$ cat config.mk
export PLATFORM = sky130hd
export DESIGN_NAME = multicycle_controller_flat
export DESIGN_NICKNAME = d
export VERILOG_FILES = /design/src/rtl/mc_pkg.sv /design/src/rtl/multicycle_controller_if.sv /design/src/rtl/mc_alu_decoder.sv /design/src/rtl/multicycle_controller.sv /design/src/flat_wrapper.sv
export SDC_FILE = /design/constraint.sdc
export NUM_CORES = 1
export LEC_CHECK = 0
export CAP_MARGIN = 10
export CORE_MARGIN = 5
export CORE_UTILIZATION = 40
export DETAILED_ROUTE_END_ITERATION = 12
export GPL_ROUTABILITY_DRIVEN = 0
export PLACE_DENSITY = 0.7
export SKIP_CTS_REPAIR_TIMING = 1
export SYNTH_ARGS = -nofsm -noshare
export SYNTH_HDL_FRONTEND = slang
export SYNTH_SLANG_ARGS = --single-unit
$ cat constraint.sdc
create_clock -name clock -period 5.55 [get_ports clock]
set_input_delay 0.555 -clock clock [delete_from_list [all_inputs] [get_ports clock]]
set_output_delay 0.555 -clock clock [all_outputs]
set_load 0.02 [all_outputs]
$ cat src/rtl/mc_pkg.sv
// mc_pkg: shared definitions for the multicycle RV32 controller.
// Holds the FSM state enum, supported opcodes, ALU operation codes,
// datapath mux-select encodings and small decode helpers.
// Optional feature macro: MC_SHIFT_EN (enables sll / slli decode).
package mc_pkg;

  typedef enum logic [3:0] {
    FETCH    = 4'd0,
    DECODE   = 4'd1,
    MEMADR   = 4'd2,
    MEMREAD  = 4'd3,
    MEMWB    = 4'd4,
    MEMWRITE = 4'd5,
    EXECR    = 4'd6,
    EXECI    = 4'd7,
    ALUWB    = 4'd8,
    BEQ      = 4'd9
  } state_t;

  localparam logic [6:0] OP_LOAD   = 7'h03;
  localparam logic [6:0] OP_STORE  = 7'h23;
  localparam logic [6:0] OP_RTYPE  = 7'h33;
  localparam logic [6:0] OP_IMM    = 7'h13;
  localparam logic [6:0] OP_BRANCH = 7'h63;

  localparam logic [3:0] ALU_AND = 4'b0000;
  localparam logic [3:0] ALU_OR  = 4'b0001;
  localparam logic [3:0] ALU_ADD = 4'b0010;
  localparam logic [3:0] ALU_SUB = 4'b0110;
  localparam logic [3:0] ALU_SLT = 4'b0111;
  localparam logic [3:0] ALU_SLL = 4'b1000;

  localparam logic [1:0] SRCA_PC    = 2'b00;
  localparam logic [1:0] SRCA_OLDPC = 2'b01;
  localparam logic [1:0] SRCA_REG   = 2'b10;

  localparam logic [1:0] SRCB_REG  = 2'b00;
  localparam logic [1:0] SRCB_IMM  = 2'b01;
  localparam logic [1:0] SRCB_FOUR = 2'b10;

  localparam logic [1:0] IMM_I = 2'b00;
  localparam logic [1:0] IMM_S = 2'b01;
  localparam logic [1:0] IMM_B = 2'b10;

  localparam logic [1:0] RES_ALUOUT = 2'b00;
  localparam logic [1:0] RES_DATA   = 2'b01;
  localparam logic [1:0] RES_ALU    = 2'b10;

  localparam logic ADR_PC     = 1'b0;
  localparam logic ADR_ALUOUT = 1'b1;

  // Immediate format used while DECODE precomputes the branch target.
  function automatic logic [1:0] imm_src_for(input logic [6:0] op);
    case (op)
      OP_STORE:  return IMM_S;
      OP_BRANCH: return IMM_B;
      default:   return IMM_I;
    endcase
  endfunction

  // Opcodes that leave DECODE for a real execution path.
  function automatic logic opcode_supported(input logic [6:0] op);
    case (op)
      OP_LOAD, OP_STORE, OP_RTYPE, OP_BRANCH: return 1'b1;
`ifdef MC_SHIFT_EN
      OP_IMM: return 1'b1;
`endif
      default: return 1'b0;
    endcase
  endfunction

endpackage

$ cat src/rtl/multicycle_controller_if.sv
// multicycle_controller_if: control/status bundle between the multicycle
// controller and the datapath.
//   master modport: the controller (reads instruction fields and status,
//                   drives mux selects and write enables)
//   slave  modport: the datapath side (the reverse directions)
interface multicycle_controller_if;
  logic [6:0] opcode;
  logic [2:0] funct3;
  logic       funct7b5;
  logic       zero;
  logic       mem_ready;
  logic       pc_write;
  logic       ir_write;
  logic       adr_src;
  logic       mem_write;
  logic       reg_write;
  logic [1:0] alu_src_a;
  logic [1:0] alu_src_b;
  logic [3:0] alu_op;
  logic [1:0] imm_src;
  logic [1:0] result_src;
  logic       illegal;

  modport master (
    input  opcode, funct3, funct7b5, zero, mem_ready,
    output pc_write, ir_write, adr_src, mem_write, reg_write,
           alu_src_a, alu_src_b, alu_op, imm_src, result_src, illegal
  );

  modport slave (
    output opcode, funct3, funct7b5, zero, mem_ready,
    input  pc_write, ir_write, adr_src, mem_write, reg_write,
           alu_src_a, alu_src_b, alu_op, imm_src, result_src, illegal
  );
endinterface

$ cat src/rtl/mc_alu_decoder.sv
// mc_alu_decoder: combinational R-type ALU decode.
//   funct3, funct7b5 in  -> alu_op (4 bits), legal (1 = supported funct3)
// Unsupported encodings report legal=0 and leave alu_op at add.
// Optional feature macro: MC_SHIFT_EN (funct3 001 decodes as sll).
module mc_alu_decoder
  import mc_pkg::*;
(
  input  logic [2:0] funct3,
  input  logic       funct7b5,
  output logic [3:0] alu_op,
  output logic       legal
);

  always_comb begin
    alu_op = ALU_ADD;
    legal  = 1'b1;
    case (funct3)
      3'b000: alu_op = funct7b5 ? ALU_SUB : ALU_ADD;
      3'b111: alu_op = ALU_AND;
      3'b110: alu_op = ALU_OR;
      3'b010: alu_op = ALU_SLT;
`ifdef MC_SHIFT_EN
      3'b001: alu_op = ALU_SLL;
`endif
      default: legal = 1'b0;
    endcase
  end

endmodule

$ cat src/rtl/multicycle_controller.sv
// multicycle_controller: sequencing FSM for the shared-memory multicycle
// RV32 datapath (FETCH/DECODE/MEMADR/MEMREAD/MEMWB/MEMWRITE/EXECR/EXECI/
// ALUWB/BEQ). All state changes on the falling edge of clock to line up
// with the datapath registers.
//   clock   in   system clock (falling-edge active)
//   clear   in   synchronous active-high reset
//   bus     master modport of multicycle_controller_if (decode inputs,
//                zero, mem_ready; all selects and write enables)
//   retired out  count of completed instructions, wraps modulo 2^CNT_W
// Optional feature macro: MC_SHIFT_EN (sll / slli support).
module multicycle_controller
  import mc_pkg::*;
#(
  parameter int CNT_W = 32
) (
  input  logic                    clock,
  input  logic                    clear,
  multicycle_controller_if.master bus,
  output logic [CNT_W-1:0]        retired
);

  state_t           state_reg;
  state_t           state_next;
  logic [CNT_W-1:0] retired_reg;
  logic [3:0]       dec_alu_op;
  logic             dec_legal;
  logic             retire_now;

  mc_alu_decoder u_alu_dec (
    .funct3   (bus.funct3),
    .funct7b5 (bus.funct7b5),
    .alu_op   (dec_alu_op),
    .legal    (dec_legal)
  );

  always_ff @(negedge clock) begin
    if (clear) state_reg <= FETCH;
    else       state_reg <= state_next;
  end

  always_comb begin
    state_next = state_reg;
    case (state_reg)
      FETCH:    if (bus.mem_ready) state_next = DECODE;
      DECODE: begin
        case (bus.opcode)
          OP_LOAD, OP_STORE: state_next = MEMADR;
          OP_RTYPE:          state_next = EXECR;
`ifdef MC_SHIFT_EN
          OP_IMM:            state_next = EXECI;
`endif
          OP_BRANCH:         state_next = BEQ;
          default:           state_next = FETCH;
        endcase
      end
      MEMADR:   state_next = (bus.opcode == OP_LOAD) ? MEMREAD : MEMWRITE;
      MEMREAD:  if (bus.mem_ready) state_next = MEMWB;
      MEMWRITE: if (bus.mem_ready) state_next = FETCH;
      EXECR:    state_next = dec_legal ? ALUWB : FETCH;
      EXECI:    state_next = (bus.funct3 == 3'b001) ? ALUWB : FETCH;
      MEMWB, ALUWB, BEQ: state_next = FETCH;
      default:  state_next = FETCH;
    endcase
  end

  // Only completing states count; an illegal bail-out to FETCH does not.
  always_comb begin
    retire_now = 1'b0;
    if (state_next == FETCH) begin
      case (state_reg)
        MEMWB, MEMWRITE, ALUWB, BEQ: retire_now = 1'b1;
        default:                     retire_now = 1'b0;
      endcase
    end
  end

  always_ff @(negedge clock) begin
    if (clear)           retired_reg <= '0;
    else if (retire_now) retired_reg <= retired_reg + CNT_W'(1);
  end

  assign retired = retired_reg;

  always_comb begin
    bus.pc_write   = 1'b0;
    bus.ir_write   = 1'b0;
    bus.adr_src    = ADR_PC;
    bus.mem_write  = 1'b0;
    bus.reg_write  = 1'b0;
    bus.alu_src_a  = SRCA_PC;
    bus.alu_src_b  = SRCB_REG;
    bus.alu_op     = ALU_ADD;
    bus.imm_src    = IMM_I;
    bus.result_src = RES_ALUOUT;
    bus.illegal    = 1'b0;
    case (state_reg)
      FETCH: begin
        // PC+4 goes straight from the ALU into PC once the fetch lands.
        bus.alu_src_b  = SRCB_FOUR;
        bus.result_src = RES_ALU;
        bus.pc_write   = bus.mem_ready;
        bus.ir_write   = bus.mem_ready;
      end
      DECODE: begin
        bus.alu_src_a = SRCA_OLDPC;
        bus.alu_src_b = SRCB_IMM;
        bus.imm_src   = imm_src_for(bus.opcode);
        bus.illegal   = !opcode_supported(bus.opcode);
      end
      MEMADR: begin
        bus.alu_src_a = SRCA_REG;
        bus.alu_src_b = SRCB_IMM;
      end
      MEMREAD:  bus.adr_src = ADR_ALUOUT;
      MEMWB: begin
        bus.result_src = RES_DATA;
        bus.reg_write  = 1'b1;
      end
      MEMWRITE: begin
        bus.adr_src   = ADR_ALUOUT;
        bus.mem_write = 1'b1;
      end
      EXECR: begin
        bus.alu_src_a = SRCA_REG;
        bus.alu_op    = dec_alu_op;
        bus.illegal   = !dec_legal;
      end
`ifdef MC_SHIFT_EN
      EXECI: begin
        bus.alu_src_a = SRCA_REG;
        bus.alu_src_b = SRCB_IMM;
        if (bus.funct3 == 3'b001) bus.alu_op = ALU_SLL;
        else                      bus.illegal = 1'b1;
      end
`endif
      ALUWB:    bus.reg_write = 1'b1;
      BEQ: begin
        bus.alu_src_a = SRCA_REG;
        bus.alu_op    = ALU_SUB;
        bus.pc_write  = bus.zero;
      end
      default: ;
    endcase
    // Reset must never let a write escape, whatever state we are in.
    if (clear) begin
      bus.pc_write  = 1'b0;
      bus.ir_write  = 1'b0;
      bus.mem_write = 1'b0;
      bus.reg_write = 1'b0;
      bus.illegal   = 1'b0;
    end
  end

endmodule

$ cat src/flat_wrapper.sv
// flat-port wrapper written by rule: the top's interface ports become plain ports
module multicycle_controller_flat import mc_pkg::*;
#(
  parameter int CNT_W = 32
)
  (clock, clear, retired, bus_opcode, bus_funct3, bus_funct7b5, bus_zero, bus_mem_ready, bus_pc_write, bus_ir_write, bus_adr_src, bus_mem_write, bus_reg_write, bus_alu_src_a, bus_alu_src_b, bus_alu_op, bus_imm_src, bus_result_src, bus_illegal);
  multicycle_controller_if bus_i ();
  input  logic clock;
  input  logic clear;
  output logic [CNT_W-1:0] retired;
  input wire logic [$bits(bus_i.opcode)-1:0] bus_opcode;
  input wire logic [$bits(bus_i.funct3)-1:0] bus_funct3;
  input wire logic [$bits(bus_i.funct7b5)-1:0] bus_funct7b5;
  input wire logic [$bits(bus_i.zero)-1:0] bus_zero;
  input wire logic [$bits(bus_i.mem_ready)-1:0] bus_mem_ready;
  output wire logic [$bits(bus_i.pc_write)-1:0] bus_pc_write;
  output wire logic [$bits(bus_i.ir_write)-1:0] bus_ir_write;
  output wire logic [$bits(bus_i.adr_src)-1:0] bus_adr_src;
  output wire logic [$bits(bus_i.mem_write)-1:0] bus_mem_write;
  output wire logic [$bits(bus_i.reg_write)-1:0] bus_reg_write;
  output wire logic [$bits(bus_i.alu_src_a)-1:0] bus_alu_src_a;
  output wire logic [$bits(bus_i.alu_src_b)-1:0] bus_alu_src_b;
  output wire logic [$bits(bus_i.alu_op)-1:0] bus_alu_op;
  output wire logic [$bits(bus_i.imm_src)-1:0] bus_imm_src;
  output wire logic [$bits(bus_i.result_src)-1:0] bus_result_src;
  output wire logic [$bits(bus_i.illegal)-1:0] bus_illegal;
  assign bus_i.opcode = bus_opcode;
  assign bus_i.funct3 = bus_funct3;
  assign bus_i.funct7b5 = bus_funct7b5;
  assign bus_i.zero = bus_zero;
  assign bus_i.mem_ready = bus_mem_ready;
  assign bus_pc_write = bus_i.pc_write;
  assign bus_ir_write = bus_i.ir_write;
  assign bus_adr_src = bus_i.adr_src;
  assign bus_mem_write = bus_i.mem_write;
  assign bus_reg_write = bus_i.reg_write;
  assign bus_alu_src_a = bus_i.alu_src_a;
  assign bus_alu_src_b = bus_i.alu_src_b;
  assign bus_alu_op = bus_i.alu_op;
  assign bus_imm_src = bus_i.imm_src;
  assign bus_result_src = bus_i.result_src;
  assign bus_illegal = bus_i.illegal;
  multicycle_controller #(.CNT_W(CNT_W)) u_core (.clock(clock), .clear(clear), .bus(bus_i), .retired(retired));
endmodule
Yosys cells after proc, flatten, opt, wreduce, memory -nomap -nowiden
Index checks and enable logic that the tools add are counted.
- reduce and logical (&&, ||, !) cells: 13
- equality and inequality tests: 17
- add/subtract/negate cells: 1
- multiplexer cells: 32
- operators by type and width (cell ; count):
    adder 32 x 1 -> 32 bit (second input constant) ; 1
    case mux 4 bit (7 select lines) ; 1
    two-way mux 4 bit ; 5
    equality test 4 x 3 -> 1 bit (second input constant) ; 4
    case mux 2 bit (2 select lines) ; 4
    case mux 4 bit (4 select lines) ; 1
    equality test 7 x 6 -> 1 bit (second input constant) ; 2
    two-way mux 1 bit ; 14
    case mux 4 bit (3 select lines) ; 1
    OR reduction 4 bit ; 3
    equality test 4 x 2 -> 1 bit (second input constant) ; 2
    equality test 4 bit (second input constant) ; 2
    zero test 4 bit ; 2
    case mux 4 bit (2 select lines) ; 1
    OR reduction 2 bit ; 4
    equality test 7 x 2 -> 1 bit (second input constant) ; 1
    equality test 7 bit (second input constant) ; 1
    equality test 3 bit (second input constant) ; 2
    two-way mux 3 bit ; 2
    equality test 4 x 1 -> 1 bit (second input constant) ; 1
    case mux 1 bit (2 select lines) ; 2
    equality test 3 x 1 -> 1 bit (second input constant) ; 1
    equality test 3 x 2 -> 1 bit (second input constant) ; 1
    zero test 3 bit ; 1
    3 further kinds ; 4
- bits of input ports: 15
- bits in registers: 36
- logic and storage cells: 65
- output and inout bits: 50

Logic depth before layout (Yosys ltp)
Gate-level depths: netlist of run 1.
- depth in word-level cells: 7
- depth in mapped cells: 6
- gate-level depth less buffers: 6

Cells and area by module
Synthesis of run 1 repeated with hierarchy kept, for this count alone.
- cell total of the unflattened synthesis: 250
- area total of the unflattened synthesis: 2044.5 um^2
- modules (own cells, without submodules) (module ; cells an instance ; sequential area each (um^2) ; area each (um^2) ; instances):
    multicycle_controller ; 243 ; 720.7 ; 2001.9 ; 1
    mc_alu_decoder ; 7 ; 0.0 ; 42.5 ; 1

==> out/metrics.csv, run 1 <==
stage,metric,value,unit
worst_setup_path,kind of critical path,register to output port,
logic_synthesis,Synth Area per Inst,7.70,µm²
logic_synthesis,share of synthesized registers carrying an async set or reset,0,%
min_path,Hold Path Origin,u_core.retired[31],
floorplanning,I/O pins,65,
floorplanning,core area,5140,µm²
floorplanning,Initial Utilization,41.5,%
logic_synthesis,most used flip-flop cell after synthesis,dfxtp_1,
placed_design,Post-DP HPWL,4330,µm
worst_setup_path,Critical Path RT,4.99,ns
worst_setup_path,Worst EP arrival,4.86,ns
worst_setup_path,Reg-to-Reg Start,u_core.retired[0],
logic_synthesis,post-synthesis register bit count,36,
logic_synthesis,top cell type's share of synthesized area,33.8,%
placed_design,placed cells,404,
worst_setup_path,Worst setup SP type,register,
routing,Total Wirelength,5940,µm
finish,Ant. Diodes,0,
routing,via/cell ratio,5.21,
clock_network,clk_lat worst skew,0.36,ns
worst_setup_path,reg-to-reg critical path endpoint,u_core.retired[28],
routing,DRT iter0 DRCs,94,
placed_design,IO Port Bufs,63,
worst_setup_path,CP endpoint kind,output port,
logic_synthesis,post-synthesis sequential area ratio,33.8,%
grt,first-pass GRT wire length,10300,µm
power_and_ir_drop,P_leak,1.14,nW
clock_network,CTS tree,built,
worst_setup_path,Slowest cell on crit path,clkdlybuf4s50_1,
worst_setup_path,CP Cell Sequence,inv_1 -> nand2_1 -> nor2_1 -> nand2_1 -> a21oi_1 -> clkdlybuf4s50_1,
logic_synthesis,number of synthesized flops with an enable pin,0,
clock_network,Clock Sinks,36,
worst_setup_path,R2R cell count,6,
logic_synthesis,Synth area leaders,"dfxtp_1, nor2_1, xnor2_1",
floorplanning,Rows,26,
logic_synthesis,Synth Instances,277,
min_path,HP Class,register to register,
worst_setup_path,CP dominant cell by count,nand2_1,
worst_setup_path,Reg2Reg Setup Slack,3.41,ns
clock_network,clk buf depth,2,
logic_synthesis,Synthesis Warnings,0,
clock_network,Num CTS Buffers,5,
grt,largest net degree at the start of global routing,37,
clock_network,Clock transition at path regs,0.04,ns
finish,# nets final,392,
sta,RSZ-0062 raised after global routing,no,
finish,share of layout cells above drive strength 1,7.43,%
worst_setup_path,Worst Setup EP,bus_illegal,
routing,post-route ant nets,0,
power_and_ir_drop,pwr/cell area,208,nW/µm²
finish,Non-Filler Instances,447,
worst_setup_path,worst setup path start,u_core.state_reg[0],
logic_synthesis,Synth Cell Area,2130,µm²
sta,Fin Setup TNS,0,ns
worst_setup_path,crit path max fanout,10,
grt,grt total ovfl,0,
finish,Area Growth Syn to Fin,45.1,%
floorplanning,die width,83.0,µm
job,maxcap violations,0,
floorplanning,DIE AREA,6890,µm²
sta,Final Hold Violating Endpoints,0,
grt,total track usage,17.3,%
routing,DRT Pass-1 Iters,4,
grt,initial antenna violation count,0,
clock_network,clock root buffer,clkbuf_8,
routing,routed len/inst,13.3,µm
finish,number of flip-flops under the largest register name,32,
power_and_ir_drop,VDD IR max,123,µV
grt,vias in the first global route,2266,
clock_network,H-tree depth,2,
sta,clk_skew,0.0174,ns
worst_setup_path,Max stage delay on crit path,0.62,ns
floorplanning,die height,83.0,µm
run_status,outcome,finished clean,
logic_synthesis,post-synth net total,293,
logic_synthesis,unique cell type count in the Yosys netlist,51,
routing,DRC,0,
sta,Final Setup Violations,0,
sta,"Slew Viols, Final",0,
routing,Vias,2331,
logic_synthesis,Yosys top cell by area,dfxtp_1,
[worst min-delay path by stage]
| stage | end | slack (ns) | cells after the start |
|---|---|---|---|
| after floorplan | u_core.retired[31] | 0.55 | 2 |
| after global placement | u_core.retired[31] | 0.50 | 2 |
| after detailed placement | u_core.retired[31] | 0.50 | 2 |
| after CTS | u_core.retired[31] | 0.51 | 2 |
| after global routing | u_core.retired[31] | 0.54 | 2 |
| final | u_core.retired[31] | 0.51 | 2 |
[final cells by class]
type                            count  area [µm²]
Fill cell                         522        2050
Sequential cell                    36         723
Clock buffer                        5        68.8
Clock inverter                     39         175
Multi-Input combinational cell    219        1320
Tap cell                           70        87.6
Inverter                            7        26.3
Timing Repair Buffer               71         691
[placed cells by master, fill, tap and decap left out, drive strengths merged, types with 9 or more instances in the layout]
cell | Yosys | layout
o21ai | 14 | 14
a21oi | 17 | 17
nand4 | 10 | 10
nor4 | 16 | 16
nand3 | 16 | 16
dfxtp | 36 | 36
xnor2 | 13 | 13
clkdlybuf4s50 | 0 | 63
nand2 | 26 | 26
nor2 | 33 | 33
nor2b | 9 | 9
inv | 8 | 45
[metal layers]
layer / vias up / track usage [%] / wire length (µm)
li1: 1207 / - / -
met1: 1062 / 21.4 / 2720
met2: 53 / 27.5 / 2870
met3: 9 / 6.04 / 286
met4: 0 / 6.84 / 70
met5: - / 0 / 0
[critical path: cells and delay by family (launching register included)]
kind / cells / cell delay [ns]
compound gates: 1 / 0.14
buf+inv: 2 / 0.79
flops: 1 / 0.36
simple gates: 3 / 0.43
[synth_stat cells, types with 3 or more instances]
library cell  number
nand2_1           26
mux2_2             4
or4_1              3
nand2b_1           3
and3_1             4
clkbuf_1           8
or3_1              8
nor3_1             7
a21oi_1           17
nor2b_1            9
nor4_1            16
buf_4              4
dfxtp_1           36
and4_1             3
inv_1              8
nand3_1           15
xnor2_1           13
nand4_1            9
o31ai_1            3
o21ai_0           14
nor2_1            33
[power by group]
| group | total [W] | switching [W] | leakage [nW] | internal (W) |
|---|---|---|---|---|
| sequential | 0.000262 | 0.00000124 | 0.291 | 0.000261 |
| combinational | 0.0000452 | 0.0000232 | 0.600 | 0.0000220 |
| clock | 0.000335 | 0.000168 | 0.252 | 0.000167 |
| total | 0.000642 | 0.000192 | 1.14 | 0.000450 |
[metrics by stage]
stage          hold WS (ns)  instance area, µm²  setup slack, ns  power [W]  util (%)
2_1_floorplan         0.551                2130            0.301   0.000329         -
3_3_place_gp          0.496                2840            0.267   0.000351      55.3
3_5_place_dp          0.500                2840            0.215   0.000351      55.3
4_1_cts               0.506                3080         -0.00758   0.000655      60.0
5_1_grt               0.536                3090           0.0158   0.000686      60.2
6_report              0.508                3090            0.137   0.000642      60.2
[cell families (layout without fill, tap and decap cells)]
kind of cell / count (synthesis) / in the layout / share of synthesized area [%]
mux: 4 / 4 / 2.11
buf+inv: 22 / 122 / 4.64
compound gates: 48 / 48 / 13.9
fa+ha+maj: 2 / 2 / 1.06
other cells: 1 / 1 / 0.176
simple gates: 149 / 149 / 38.2
flops: 36 / 36 / 33.8
xor+xnor: 15 / 15 / 6.16
Power figures use the tool's default switching activity.
==> run 2: changes to the inputs <==
CORE_UTILIZATION = 51   (was 40)
PLACE_DENSITY = 0.86   (was 0.7)
==> run 2 against run 1 <==
Effect of this change: global-route usage is 6.8 points higher; combinational power hardly changed; sequential share of layout area is 0.29 points higher; die area is 19% lower; critical path depth is 2 lower; hold slack worse by 0.022 ns.
==> out/metrics.csv, run 2 (synthesis gave the netlist of run 1 again) <==
stage,metric,value,unit,change
job,maxcap violations,0,,unchanged
finish,cell area after layout,3060,µm²,was 3090 µm²
worst_setup_path,crit path max fanout,15,,was 10
finish,share of layout cells above drive strength 1,7.47,%,was 7.43%
clock_network,H-tree depth,2,,unchanged
grt,largest net degree at the start of global routing,22,,was 37
sta,Slew @ Worst Pin,0.722,ns,
routing,DRT Pass-1 Iters,5,,was 4
clock_network,CTS tree,built,,unchanged
grt,vias in the first global route,2397,,was 2266
power_and_ir_drop,pwr/cell area,208,nW/µm²,about the same
routing,DRC,0,,unchanged
worst_setup_path,Reg2Reg Setup Slack,3.34,ns,was 3.41 ns
worst_setup_path,CP bufs+invs,2,,unchanged
clock_network,Num CTS Buffers,5,,unchanged
worst_setup_path,CP endpoint kind,output port,,unchanged
finish,number of flip-flops under the largest register name,32,,unchanged
floorplanning,Initial Utilization,52.9,%,was 41.5%
worst_setup_path,R2R cell count,6,,unchanged
finish,Ant. Diodes,0,,unchanged
sta,clk_skew,0.0213,ns,was 0.0174 ns
grt,total track usage,24.1,%,was 17.3%
worst_setup_path,WP depth,4,,was 6
floorplanning,DIE AREA,5570,µm²,was 6890 µm²
placed_design,Post-Place Worst Slack,0.225,ns,was 0.215 ns
clock_network,clk buf depth,2,,unchanged
floorplanning,Rows,23,,was 26
finish,Area Growth Syn to Fin,43.5,%,was 45.1%
floorplanning,I/O pins,65,,unchanged
power_and_ir_drop,VDD IR max,160,µV,was 123 µV
min_path,hold path endpoint,u_core.retired[31],,unchanged
sta,Final Hold Violating Endpoints,0,,unchanged
worst_setup_path,Worst EP arrival,4.87,ns,was 4.86 ns
worst_setup_path,kind of critical path,register to output port,,unchanged
sta,RSZ-0062 raised after global routing,no,,unchanged
placed_design,IO Port Bufs,63,,unchanged
grt,initial antenna violation count,0,,unchanged
finish,most frequent cells in the layout,"clkdlybuf4s50_1, inv_1, dfxtp_1",,unchanged
floorplanning,die height,74.7,µm,was 83.0 µm
finish,"Core Util, Final",76.0,%,was 60.2%
worst_setup_path,Critical Path RT,4.99,ns,about the same
grt,grt total ovfl,0,,unchanged
routing,routed len/inst,15.0,µm,was 13.3 µm
worst_setup_path,Reg-to-Reg Start,u_core.state_reg[2],,was u_core.retired[0]
min_path,hold path depth,2,,unchanged
finish,"commonest non-fill, non-tap cell in the layout",clkdlybuf4s50_1,,unchanged
placed_design,Placed Area,2810,µm²,was 2840 µm²
worst_setup_path,reg-to-reg critical path endpoint,u_core.retired[28],,unchanged
finish,Non-Filler Instances,425,,was 447
placed_design,Post-DP HPWL,4520,µm,was 4330 µm
floorplanning,core area,4030,µm²,was 5140 µm²
sta,hold_ws,0.486,ns,was 0.508 ns
sta,final worst slack,0.125,ns,was 0.137 ns
clock_network,Clock transition at path regs,0.03,ns,was 0.04 ns
power_and_ir_drop,P_leak,1.15,nW,was 1.14 nW
run_status,outcome,finished clean,,unchanged
clock_network,clock root buffer,clkbuf_8,,unchanged
sta,Final Setup Violations,0,,unchanged
worst_setup_path,crit-path leading delay family,buffers and inverters,,unchanged
routing,post-route ant nets,0,,unchanged
min_path,HP Class,register to register,,unchanged
grt,first-pass GRT wire length,10500,µm,was 10300 µm
clock_network,Clock Sinks,36,,unchanged
worst_setup_path,Max stage delay on crit path,0.60,ns,was 0.62 ns
sta,"Slew Viols, Final",0,,unchanged
placed_design,placed cells,383,,was 404
routing,Total Wirelength,6380,µm,was 5940 µm
worst_setup_path,Worst setup SP type,register,,unchanged
routing,Vias,2524,,was 2331
routing,DRT iter0 DRCs,172,,was 94
min_path,Hold Path Origin,u_core.retired[31],,unchanged
sta,Slew HR,51.7,%,
routing,via/cell ratio,5.94,,was 5.21
worst_setup_path,CP Cell Sequence,nor4b_4 -> nand4_1 -> inv_1 -> clkdlybuf4s50_1,,was inv_1 -> nand2_1 -> nor2_1 -> nand2_1 -> a21oi_1 -> clkdlybuf4s50_1
clock_network,clk_lat worst skew,0.37,ns,was 0.36 ns
worst_setup_path,Slowest cell on crit path,clkdlybuf4s50_1,,unchanged
finish,# nets final,391,,was 392
worst_setup_path,worst setup path start,u_core.state_reg[0],,unchanged
floorplanning,die width,74.7,µm,was 83.0 µm
[run 2: cell types whose count changed in the layout (fill, tap and decap cells not counted), sizes merged]
cell | previous run | this run
dlymetal6s2s | 0 | 1
clkdlybuf4s50 | 63 | 62
buf | 8 | 7
inv | 45 | 44
[run 2: cell type report]
| type | instances | area (µm²) |
|---|---|---|
| repair buffers | 70 | 686 |
| inverters | 7 | 26.3 |
| fillers | 310 | 968 |
| flip-flops and latches | 36 | 724 |
| multi-input cells | 219 | 1320 |
| clock buffers | 5 | 68.8 |
| clock inverters | 38 | 169 |
| well taps | 50 | 62.6 |
[run 2: per-layer routing]
layer	wire length, µm	GRT usage [%]	vias to the layer above
met2	3140	37.7	120
li1	-	-	1205
met1	2640	29.5	1186
met3	489	9.08	13
met4	108	11.5	0
met5	0	0	-
[run 2: tightest hold or removal path, cell delays in order (launching register included)]
cell and delay, ns:
dfxtp_1 0.31, o31ai_1 0.07, a21oi_1 0.05
[run 2: worst max-delay path by stage]
stage,to,slack (ns)
after floorplan,bus_result_src[1],0.30
after global placement,u_core.retired[28],0.28
after detailed placement,u_core.retired[28],0.23
after CTS,bus_imm_src[1],-0.1
after global routing,bus_imm_src[1],0.03
final,bus_imm_src[1],0.12
[run 2: through the flow]
| step | TNS [ns] | power, W |
|---|---|---|
| global placement | 0 | 0.000350 |
| global route | 0 | 0.000678 |
| finish | 0 | 0.000636 |
| CTS | -0.143 | 0.000643 |
| detailed placement | 0 | 0.000351 |
| floorplan | 0 | 0.000329 |
[run 2: where the power goes]
part | internal [W] | switching, W | total [W]
logic | 0.0000218 | 0.0000234 | 0.0000452
registers | 0.000261 | 0.00000187 | 0.000263
clock network | 0.000164 | 0.000164 | 0.000328
total | 0.000447 | 0.000189 | 0.000636
